## src/rtl/input_debouncer_if.sv

```systemverilog
// Board-side bundle for the two-channel input debouncer: raw switch levels in,
// debounced levels and one-cycle change pulses out.
`timescale 1ns/1ps

interface input_debouncer_if;
    logic rawInput1;
    logic rawInput2;
    logic input1;
    logic input2;
    logic changed1;
    logic changed2;

    // Board / stimulus side: drives raw levels, consumes the clean outputs.
    modport master (
        output rawInput1,
        output rawInput2,
        input  input1,
        input  input2,
        input  changed1,
        input  changed2
    );

    // Debouncer side: consumes raw levels, produces the clean outputs.
    modport slave (
        input  rawInput1,
        input  rawInput2,
        output input1,
        output input2,
        output changed1,
        output changed2
    );
endinterface

```

## src/rtl/input_debouncer.sv

```systemverilog
// Two independent input conditioners. Each channel has a two-flop synchronizer
// followed by a STABLE/PENDING filter. The filter only lets the output follow
// the synchronized level after it has differed from the output for StableCount
// consecutive cycles, and it emits a one-cycle pulse on every accepted toggle.
`timescale 1ns/1ps

module input_debouncer #(
    parameter int StableCount  = 4,
    parameter int CounterWidth = 16
) (
    input logic               clock,
    input logic               reset,
    input_debouncer_if.slave  bus
);

    // Terminal count: at this value, a PENDING channel that still disagrees
    // with its output commits the toggle on the next edge.
    localparam logic [CounterWidth-1:0] LastCount = CounterWidth'(StableCount - 1);
    localparam logic [CounterWidth-1:0] ZeroCount = '0;
    localparam logic [CounterWidth-1:0] OneCount  = CounterWidth'(1);

    typedef enum logic {
        STABLE  = 1'b0,
        PENDING = 1'b1
    } state_e;

    logic [1:0] rawVec;
    logic [1:0] levelVec;
    logic [1:0] pulseVec;

    assign rawVec = {bus.rawInput2, bus.rawInput1};

    for (genvar ch = 0; ch < 2; ch++) begin : g_chan
        logic                    sync1_q;
        logic                    sync2_q;
        state_e                  state_q;
        state_e                  state_d;
        logic [CounterWidth-1:0] count_q;
        logic [CounterWidth-1:0] count_d;
        logic                    level_q;
        logic                    level_d;
        logic                    changed_q;
        logic                    changed_d;

        // Two-flop synchronizer; any metastability is confined to sync1_q.
        always_ff @(posedge clock or posedge reset) begin
            if (reset) begin
                sync1_q <= 1'b0;
                sync2_q <= 1'b0;
            end else begin
                sync1_q <= rawVec[ch];
                sync2_q <= sync1_q;
            end
        end

        // Filter state, stability counter, clean level and change pulse.
        always_ff @(posedge clock or posedge reset) begin
            if (reset) begin
                state_q   <= STABLE;
                count_q   <= ZeroCount;
                level_q   <= 1'b0;
                changed_q <= 1'b0;
            end else begin
                state_q   <= state_d;
                count_q   <= count_d;
                level_q   <= level_d;
                changed_q <= changed_d;
            end
        end

        // Next-state logic: a disagreement must persist unbroken for
        // StableCount cycles; any return to the current level restarts from zero.
        always_comb begin
            state_d   = state_q;
            count_d   = count_q;
            level_d   = level_q;
            changed_d = 1'b0;
            case (state_q)
                STABLE: begin
                    if (sync2_q != level_q) begin
                        state_d = PENDING;
                        count_d = OneCount;
                    end else begin
                        count_d = ZeroCount;
                    end
                end
                PENDING: begin
                    if (sync2_q == level_q) begin
                        state_d = STABLE;
                        count_d = ZeroCount;
                    end else if (count_q == LastCount) begin
                        state_d   = STABLE;
                        count_d   = ZeroCount;
                        level_d   = ~level_q;
                        changed_d = 1'b1;
                    end else begin
                        count_d = count_q + OneCount;
                    end
                end
                default: begin
                    state_d = STABLE;
                    count_d = ZeroCount;
                end
            endcase
        end

        assign levelVec[ch] = level_q;
        assign pulseVec[ch] = changed_q;
    end

    assign bus.input1   = levelVec[0];
    assign bus.input2   = levelVec[1];
    assign bus.changed1 = pulseVec[0];
    assign bus.changed2 = pulseVec[1];

endmodule

```

## src/flat_wrapper.sv

```systemverilog
// flat-port wrapper written by rule: the top's interface ports become plain ports
module input_debouncer_flat 
#(
    parameter int StableCount  = 4,
    parameter int CounterWidth = 16
)
  (clock, reset, bus_rawInput1, bus_rawInput2, bus_input1, bus_input2, bus_changed1, bus_changed2);
  input_debouncer_if bus_i ();
  input logic clock;
  input logic reset;
  input wire logic [$bits(bus_i.rawInput1)-1:0] bus_rawInput1;
  input wire logic [$bits(bus_i.rawInput2)-1:0] bus_rawInput2;
  output wire logic [$bits(bus_i.input1)-1:0] bus_input1;
  output wire logic [$bits(bus_i.input2)-1:0] bus_input2;
  output wire logic [$bits(bus_i.changed1)-1:0] bus_changed1;
  output wire logic [$bits(bus_i.changed2)-1:0] bus_changed2;
  assign bus_i.rawInput1 = bus_rawInput1;
  assign bus_i.rawInput2 = bus_rawInput2;
  assign bus_input1 = bus_i.input1;
  assign bus_input2 = bus_i.input2;
  assign bus_changed1 = bus_i.changed1;
  assign bus_changed2 = bus_i.changed2;
  input_debouncer #(.StableCount(StableCount), .CounterWidth(CounterWidth)) u_core (.clock(clock), .reset(reset), .bus(bus_i));
endmodule
```

## config.mk

```make
export PLATFORM = sky130hd
export DESIGN_NAME = input_debouncer_flat
export DESIGN_NICKNAME = d
export VERILOG_FILES = /design/src/rtl/input_debouncer_if.sv /design/src/rtl/input_debouncer.sv /design/src/flat_wrapper.sv
export SDC_FILE = /design/constraint.sdc
export NUM_CORES = 1
export LEC_CHECK = 0
export BUFFER_PORTS_ARGS = -buffer_cell sky130_fd_sc_hd__buf_4
export CAP_MARGIN = 20
export CORE_MARGIN = 5
export CORE_UTILIZATION = 45
export DETAILED_ROUTE_END_ITERATION = 6
export PLACE_DENSITY = 0.68
export SETUP_SLACK_MARGIN = 0.3
export SLEW_MARGIN = 30
export SYNTH_ARGS = -nofsm -noshare
export SYNTH_HDL_FRONTEND = slang
export SYNTH_SLANG_ARGS = --single-unit
```

## constraint.sdc

```tcl
create_clock -name clock -period 2.3 [get_ports clock]
set_clock_uncertainty 0.15 [all_clocks]
set_input_delay 0.23 -clock clock [delete_from_list [all_inputs] [get_ports clock]]
set_output_delay 0.23 -clock clock [all_outputs]
set_load 0.005 [all_outputs]
```

==> results of run 1 <==
path summary, 6_finish.rpt:
check / start / end / slack [ns] / depth (start not counted)
max in group asynchronous: reset / u_core.g_chan[0].count_q[6]$_DFF_PP0_ / 1.16 / 4
worst min register to register: u_core.g_chan[1].sync1_q$_DFF_PP0_ / u_core.g_chan[1].sync2_q$_DFF_PP0_ / 0.20 / 0
min in group asynchronous: reset / u_core.g_chan[1].count_q[8]$_DFF_PP0_ / 0.48 / 4
worst max register to register: u_core.g_chan[1].count_q[0]$_DFF_PP0_ / u_core.g_chan[1].count_q[12]$_DFF_PP0_ / 0.41 / 5
worst min-delay path: u_core.g_chan[1].sync1_q$_DFF_PP0_ / u_core.g_chan[1].sync2_q$_DFF_PP0_ / 0.20 / 0
worst max-delay path: u_core.g_chan[1].count_q[0]$_DFF_PP0_ / u_core.g_chan[1].count_q[12]$_DFF_PP0_ / 0.41 / 5
Yosys cell counts, drive strengths merged:
cell / instances
a21oi: 3
and3: 1
and3b: 2
and4: 3
buf: 5
clkbuf: 1
dfrtp: 42
ha: 2
inv: 7
nand2: 6
nand3: 10
nand4: 10
nor2: 36
nor3: 7
nor4: 11
nor4b: 2
o21a: 2
o31ai: 1
or3b: 2
or4: 1
xnor2: 22
xor2: 9
power by group through the flow:
| stage | Combinational, mW | Clock (mW) | Sequential, mW |
|---|---|---|---|
| after floorplan | 0.327 | 0 | 0.897 |
| after detailed placement | 0.343 | 0 | 0.914 |
| after global placement | 0.326 | 0 | 0.910 |
| after CTS | 0.375 | 0.501 | 0.900 |
| final | 0.368 | 0.474 | 0.901 |
| after global routing | 0.414 | 0.524 | 0.914 |
critical path: cells and delay by family, from the launching register on:
kind | cells | cell delay (ns)
AND/OR/NAND/NOR | 3 | 0.82
flip-flops | 1 | 0.45
AO/OA/AOI/OAI | 1 | 0.15
adder cells (fa/ha/maj) | 1 | 0.24
registers in the layout, indices dropped and copies added, names as in the netlist:
signal / flops
u_core.g_chan.count_q: 32
u_core.g_chan.state_q: 2
u_core.g_chan.sync1_q: 2
u_core.g_chan.sync2_q: 2
u_core.bus.changed1: 1
u_core.bus.changed2: 1
u_core.bus.input1: 1
u_core.bus.input2: 1
logic make-up after synthesis:
family | share of synthesized area (%)
simple gates | 24.2
flops | 54.2
xor+xnor | 14.0
buf+inv | 4.39
compound gates | 1.94
fa+ha+maj | 1.29
per-layer routing:
metal  track usage [%]  wire [um]  vias to the layer above
met3              4.49        121                        8
met5                 0          0                        -
met2              24.9       1830                       21
met1              16.8       1540                      661
met4              6.02         70                        0
li1                  -          -                      659
per-stage QoR:
| step | hold slack, ns | setup WS, ns | std cells | total power [mW] | cell area (um^2) |
|---|---|---|---|---|---|
| 2_1_floorplan | 0.111 | 0.323 | 185 | 1.22 | 1940 |
| 3_3_place_gp | 0.183 | 0.301 | 238 | 1.24 | 2010 |
| 3_5_place_dp | 0.189 | 0.253 | 238 | 1.26 | 2010 |
| 4_1_cts | 0.206 | 0.416 | 249 | 1.77 | 2140 |
| 5_1_grt | 0.217 | 0.318 | 249 | 1.85 | 2140 |
| 6_report | 0.203 | 0.413 | 249 | 1.74 | 2140 |
cell type report:
class	instances	area [um^2]
sequential	42	1050
tap	50	62.6
inverter	7	26.3
timing repair buffer	12	97.6
multi-input combinational	130	808
clock buffer	7	86.3
clock inverter	1	5.00
fill	380	1950
what timing repair did:
item | CTS | global route
gates cloned | 0 | 0
hold buffers | 3 | 0
gates resized for setup | 2 | 0
hold endpoints to repair | 44 | 0
pin swaps | 0 | 1
endpoints found under the setup margin | 25 | 2
==> run summary, run 1 <==
Yosys reg bits = 42
DR DRC count = 0
via count = 1349
Initial Utilization = 47.5%
Skew-Pair Late Insertion Delay = 0.29 ns
Overflow after GRT = 0
Initial DRC Count = 51
Die Wd = 75.7 um
minimum clock period = 1.89 ns
Area growth syn-to-layout = 10.2%
Synth Instances = 185
relative slew slack = 65.2%
WP data required = 2.37 ns
Seq pwr share = 51.7%
clk sink count = 42
drt total wl = 3560 um
Post-DRT Antenna Nets = 0
slowest CP cell = or3b_4
final setup violation count = 0
RSZ-0062 raised after global routing = false
Syn Std Cell Area = 1940 um^2
endpoint type of the worst setup path = flop
crit-path max FO = 15
Clk pin slew, worst setup/hold paths = 0.08 ns
Synth top area share = 54.2%
register area share after synthesis = 54.2%
port bufs = 7
Internal = 1.22 mW
Setup crit start kind = flop
HP Class = flop to flop
GP Congestion = 0.818
initial antenna violation count = 0
Ant. Diodes = 0
pwr dens = 815 nW/um^2
routed len/inst = 14.3 um
CTS buffer count = 5
1st-pass router iterations = 4
Layout Nets = 204
outcome = completed
largest stage delay on the critical path = 0.49 ns
pin count of the biggest net entering global routing = 43
most common cell after layout, fill and taps aside = dfrtp_1
critical path class = flop to flop
Synth Net Count = 191
clk buf depth = 2
TritonCTS clock tree = done
syn_area_per_cell = 10.5 um^2
largest cells by area after synthesis = dfrtp_1 (54%), xnor2_1 (9.9%), nor2_1 (7.0%), xor2_1 (4.1%), nor4_1 (3.5%)
Ports = 8
GRT Overall Usage = 14.5%
Setup TNS Final = 0 ns
ratio of cells with drive above 1 in the final layout = 9.55%
Slew Viols, Final = 0
CORE AREA = 4090 um^2
most frequent cells in the layout = dfrtp_1 (42), nor2_1 (36), xnor2_1 (22)
post-synth top area cell = dfrtp_1
Combinational Power Share = 21.1%
switching fraction of total power = 30.1%
Post-CTS Setup Bufs = 0
Lkg Pwr = 0.866 nW
Via-to-Cell Ratio = 5.42
Final Hold Vio Count = 0
dpl hpwl = 2440 um
clock share of power = 27.2%
first-pass GRT wire length = 6130 um
Finished Core Util = 52.3%
CP cell instances = ha_1 > nor4b_1 > and4_4 > or3b_4 > a21oi_1
vias in the first global route = 1357
Distinct cells, synth = 25
f_max = 530 MHz
Tightest Pin Transition = 0.522 ns
Die Footprint = 5720 um^2
die height = 75.7 um
crit path DAT = 1.95 ns
Final Cycle Share = 82.0%
Max IR drop VDD = 0.000520 V
htree depth = 2
row cnt = 23
P_sw = 0.525 mW
Ys Warns = 0
Max Cap Violations = 0
root buf cell = clkbuf_8
Power figures use the tool's default switching activity.
==> run 2, diff against run 1 <==
Settings changed: PLACE_DENSITY 0.68 to 0.71.
Clock period 2.3 ns to 1.6 ns, I/O delays scaled along.
==> run 2 against run 1 <==
  * The flow now finishes with violations (negative setup slack)
  * First-iteration DRC count is 33% higher
  * Register-to-register slack worse by 0.60 ns
  * Core utilization is 14 points higher
  * Hold slack better by 0.0050 ns
==> run summary, run 2 (same netlist as run 1, synthesis figures left out) <==
Via-to-Cell Ratio = 5.52 (+1.9%)
WP data required = 1.68 ns (-0.69 ns)
reg2reg start = u_core.g_chan[0].count_q[0]$_DFF_PP0_
most common cell after layout, fill and taps aside = buf_4
row cnt = 23 (unchanged)
min-delay src = u_core.g_chan[0].sync1_q$_DFF_PP0_
HP Class = flop to flop
Most flops, register = u_core.g_chan.count_q
routed len/inst = 16.2 um (+13%)
Min-Delay Path Depth = 0 (unchanged)
failing checks = negative setup slack
Final Hold Vio Count = 0 (unchanged)
GP Congestion = 0.793 (-3.0%)
Lkg Pwr = 1.11 nW (+29%)
Sequential Area = 1050 um^2 (unchanged)
critical path class = flop to flop
Max IR drop VDD = 0.00101 V (+94%)
Overflow after GRT = 0 (unchanged)
RSZ-0062 raised after global routing = true
first-pass GRT wire length = 6860 um (+12%)
port bufs = 7 (unchanged)
Initial Utilization = 47.5% (unchanged)
worst r2r path cells = 6 (+1)
Layout Nets = 244 (+20%)
dpl hpwl = 2470 um (+1.1%)
vias in the first global route = 1478 (+8.9%)
post-place setup slack = -0.180 ns (-0.433 ns)
outcome = finished, violations left
CTS buffer count = 5 (unchanged)
most frequent cells in the layout = buf_4 (43), dfrtp_1 (42), xnor2_1 (22)
placed inst area = 2270 um^2 (+13%)
TritonCTS clock tree = done
hold path endpoint = u_core.g_chan[0].sync2_q$_DFF_PP0_
Tightest Pin Transition = 0.515 ns (-0.00725 ns)
dpl cells = 271 (+14%)
via count = 1595 (+18%)
die height = 75.7 um (unchanged)
CORE AREA = 4090 um^2 (unchanged)
crit path DAT = 1.87 ns (-0.08 ns)
Largest register FFs = 32 (unchanged)
clk sink count = 42 (unchanged)
Final Cycle Share = 112% (+30 points)
clk buf depth = 2 (unchanged)
final instance count without filler cells = 289 (+16%)
r2r setup slk = -0.19 ns (-0.60 ns)
htree depth = 2 (unchanged)
endpoint type of the worst setup path = flop
root buf cell = clkbuf_8
drt total wl = 4680 um (+32%)
pwr dens = 1180 nW/um^2 (+45%)
RR Endpoint = u_core.g_chan[0].count_q[12]$_DFF_PP0_
final setup margin = -0.189 ns (-0.602 ns)
Setup crit start kind = flop
multi-input logic area = 1020 um^2 (+27%)
Die Wd = 75.7 um (unchanged)
Area growth syn-to-layout = 39.8%
Initial DRC Count = 68 (+33%)
Tot Pwr = 3.21 mW (+84%)
ratio of cells with drive above 1 in the final layout = 40.6% (+31 points)
Ports = 8 (unchanged)
crit-path max FO = 8 (-7)
initial antenna violation count = 0 (unchanged)
Skew-Pair Late Insertion Delay = 0.30 ns (about the same)
1st-pass router iterations = 4 (unchanged)
Post-DRT Antenna Nets = 0 (unchanged)
Clk pin slew, worst setup/hold paths = 0.07 ns (about the same)
Worst Hold Slack = 0.208 ns (+0.00498 ns)
Ant. Diodes = 0 (unchanged)
Die Footprint = 5720 um^2 (unchanged)
Max Cap Violations = 0 (unchanged)
DR DRC count = 0 (unchanged)
f_max = 559 MHz (+5.5%)
relative slew slack = 65.7% (+0.48 points)
GRT Overall Usage = 16.0% (+1.4 points)
Slew Viols, Final = 0 (unchanged)
final setup violation count = 34 (+34)
number of fillers in the final layout = 285 (-25%)
post-route cell area = 2710 um^2 (+27%)
pin count of the biggest net entering global routing = 43 (unchanged)
minimum clock period = 1.79 ns (-0.0976 ns)
run 2: area by class of cell:
class                   instances  share of cell area [%]
flip-flops and latches         42                    38.8
multi-input cells             130                    37.7
repair buffers                 52                    16.2
clock buffers                   8                    4.06
well taps                      50                    2.31
inverters                       7                   0.969
run 2: timing repair:
action                     4_1_cts  5_1_grt
gates cloned                     1        0
setup endpoints to repair       38       38
hold endpoints to repair        44        0
resized for setup               26       36
hold buffers                     3        0
buffers inserted                 3        3
pin swaps                        6        2
run 2: per-stage QoR:
stage          TNS (ns)  utilization [%]
6_report          -4.96             66.4
5_1_grt           -6.67             66.4
4_1_cts           -3.82             62.1
3_5_place_dp      -4.62             55.5
3_3_place_gp      -3.93             55.5
2_1_floorplan     -6.74                -
run 2: per-layer routing:
layer	global-route usage, %	share of wire [%]	up-vias
met1	22.4	43	790
met3	2.51	4.2	11
li1	-	-	738
met2	24.2	50	56
met5	0	0	-
met4	7.96	2.3	0
run 2: worst max path at each step:
stage	slack, ns	startpoint	end	cells past startpoint
2_1_floorplan	-0.32	u_core.g_chan[1].count_q[0]$_DFF_PP0_	u_core.g_chan[1].count_q[14]$_DFF_PP0_	8
3_3_place_gp	-0.14	u_core.g_chan[0].count_q[1]$_DFF_PP0_	u_core.g_chan[0].count_q[13]$_DFF_PP0_	6
3_5_place_dp	-0.18	u_core.g_chan[0].count_q[1]$_DFF_PP0_	u_core.g_chan[0].count_q[13]$_DFF_PP0_	6
4_1_cts	-0.14	u_core.g_chan[1].count_q[1]$_DFF_PP0_	u_core.g_chan[1].count_q[6]$_DFF_PP0_	6
5_1_grt	-0.23	u_core.g_chan[1].count_q[0]$_DFF_PP0_	u_core.g_chan[1].count_q[7]$_DFF_PP0_	6
6_report	-0.19	u_core.g_chan[0].count_q[0]$_DFF_PP0_	u_core.g_chan[0].count_q[12]$_DFF_PP0_	6
run 2: worst max-delay path: stages (launching register included):
cell and delay [ns]:
dfrtp_1 0.40, ha_2 0.22, nor4b_4 0.13, and4_1 0.17, or3b_4 0.41, buf_12 0.17
nor2_4 0.08
run 2: power breakdown:
| group | switching, mW | total [mW] | internal (mW) |
|---|---|---|---|
| logic | 0.589 | 1.13 | 0.538 |
| clock network | 0.368 | 0.804 | 0.436 |
| registers | 0.102 | 1.28 | 1.17 |
| total | 1.06 | 3.21 | 2.15 |
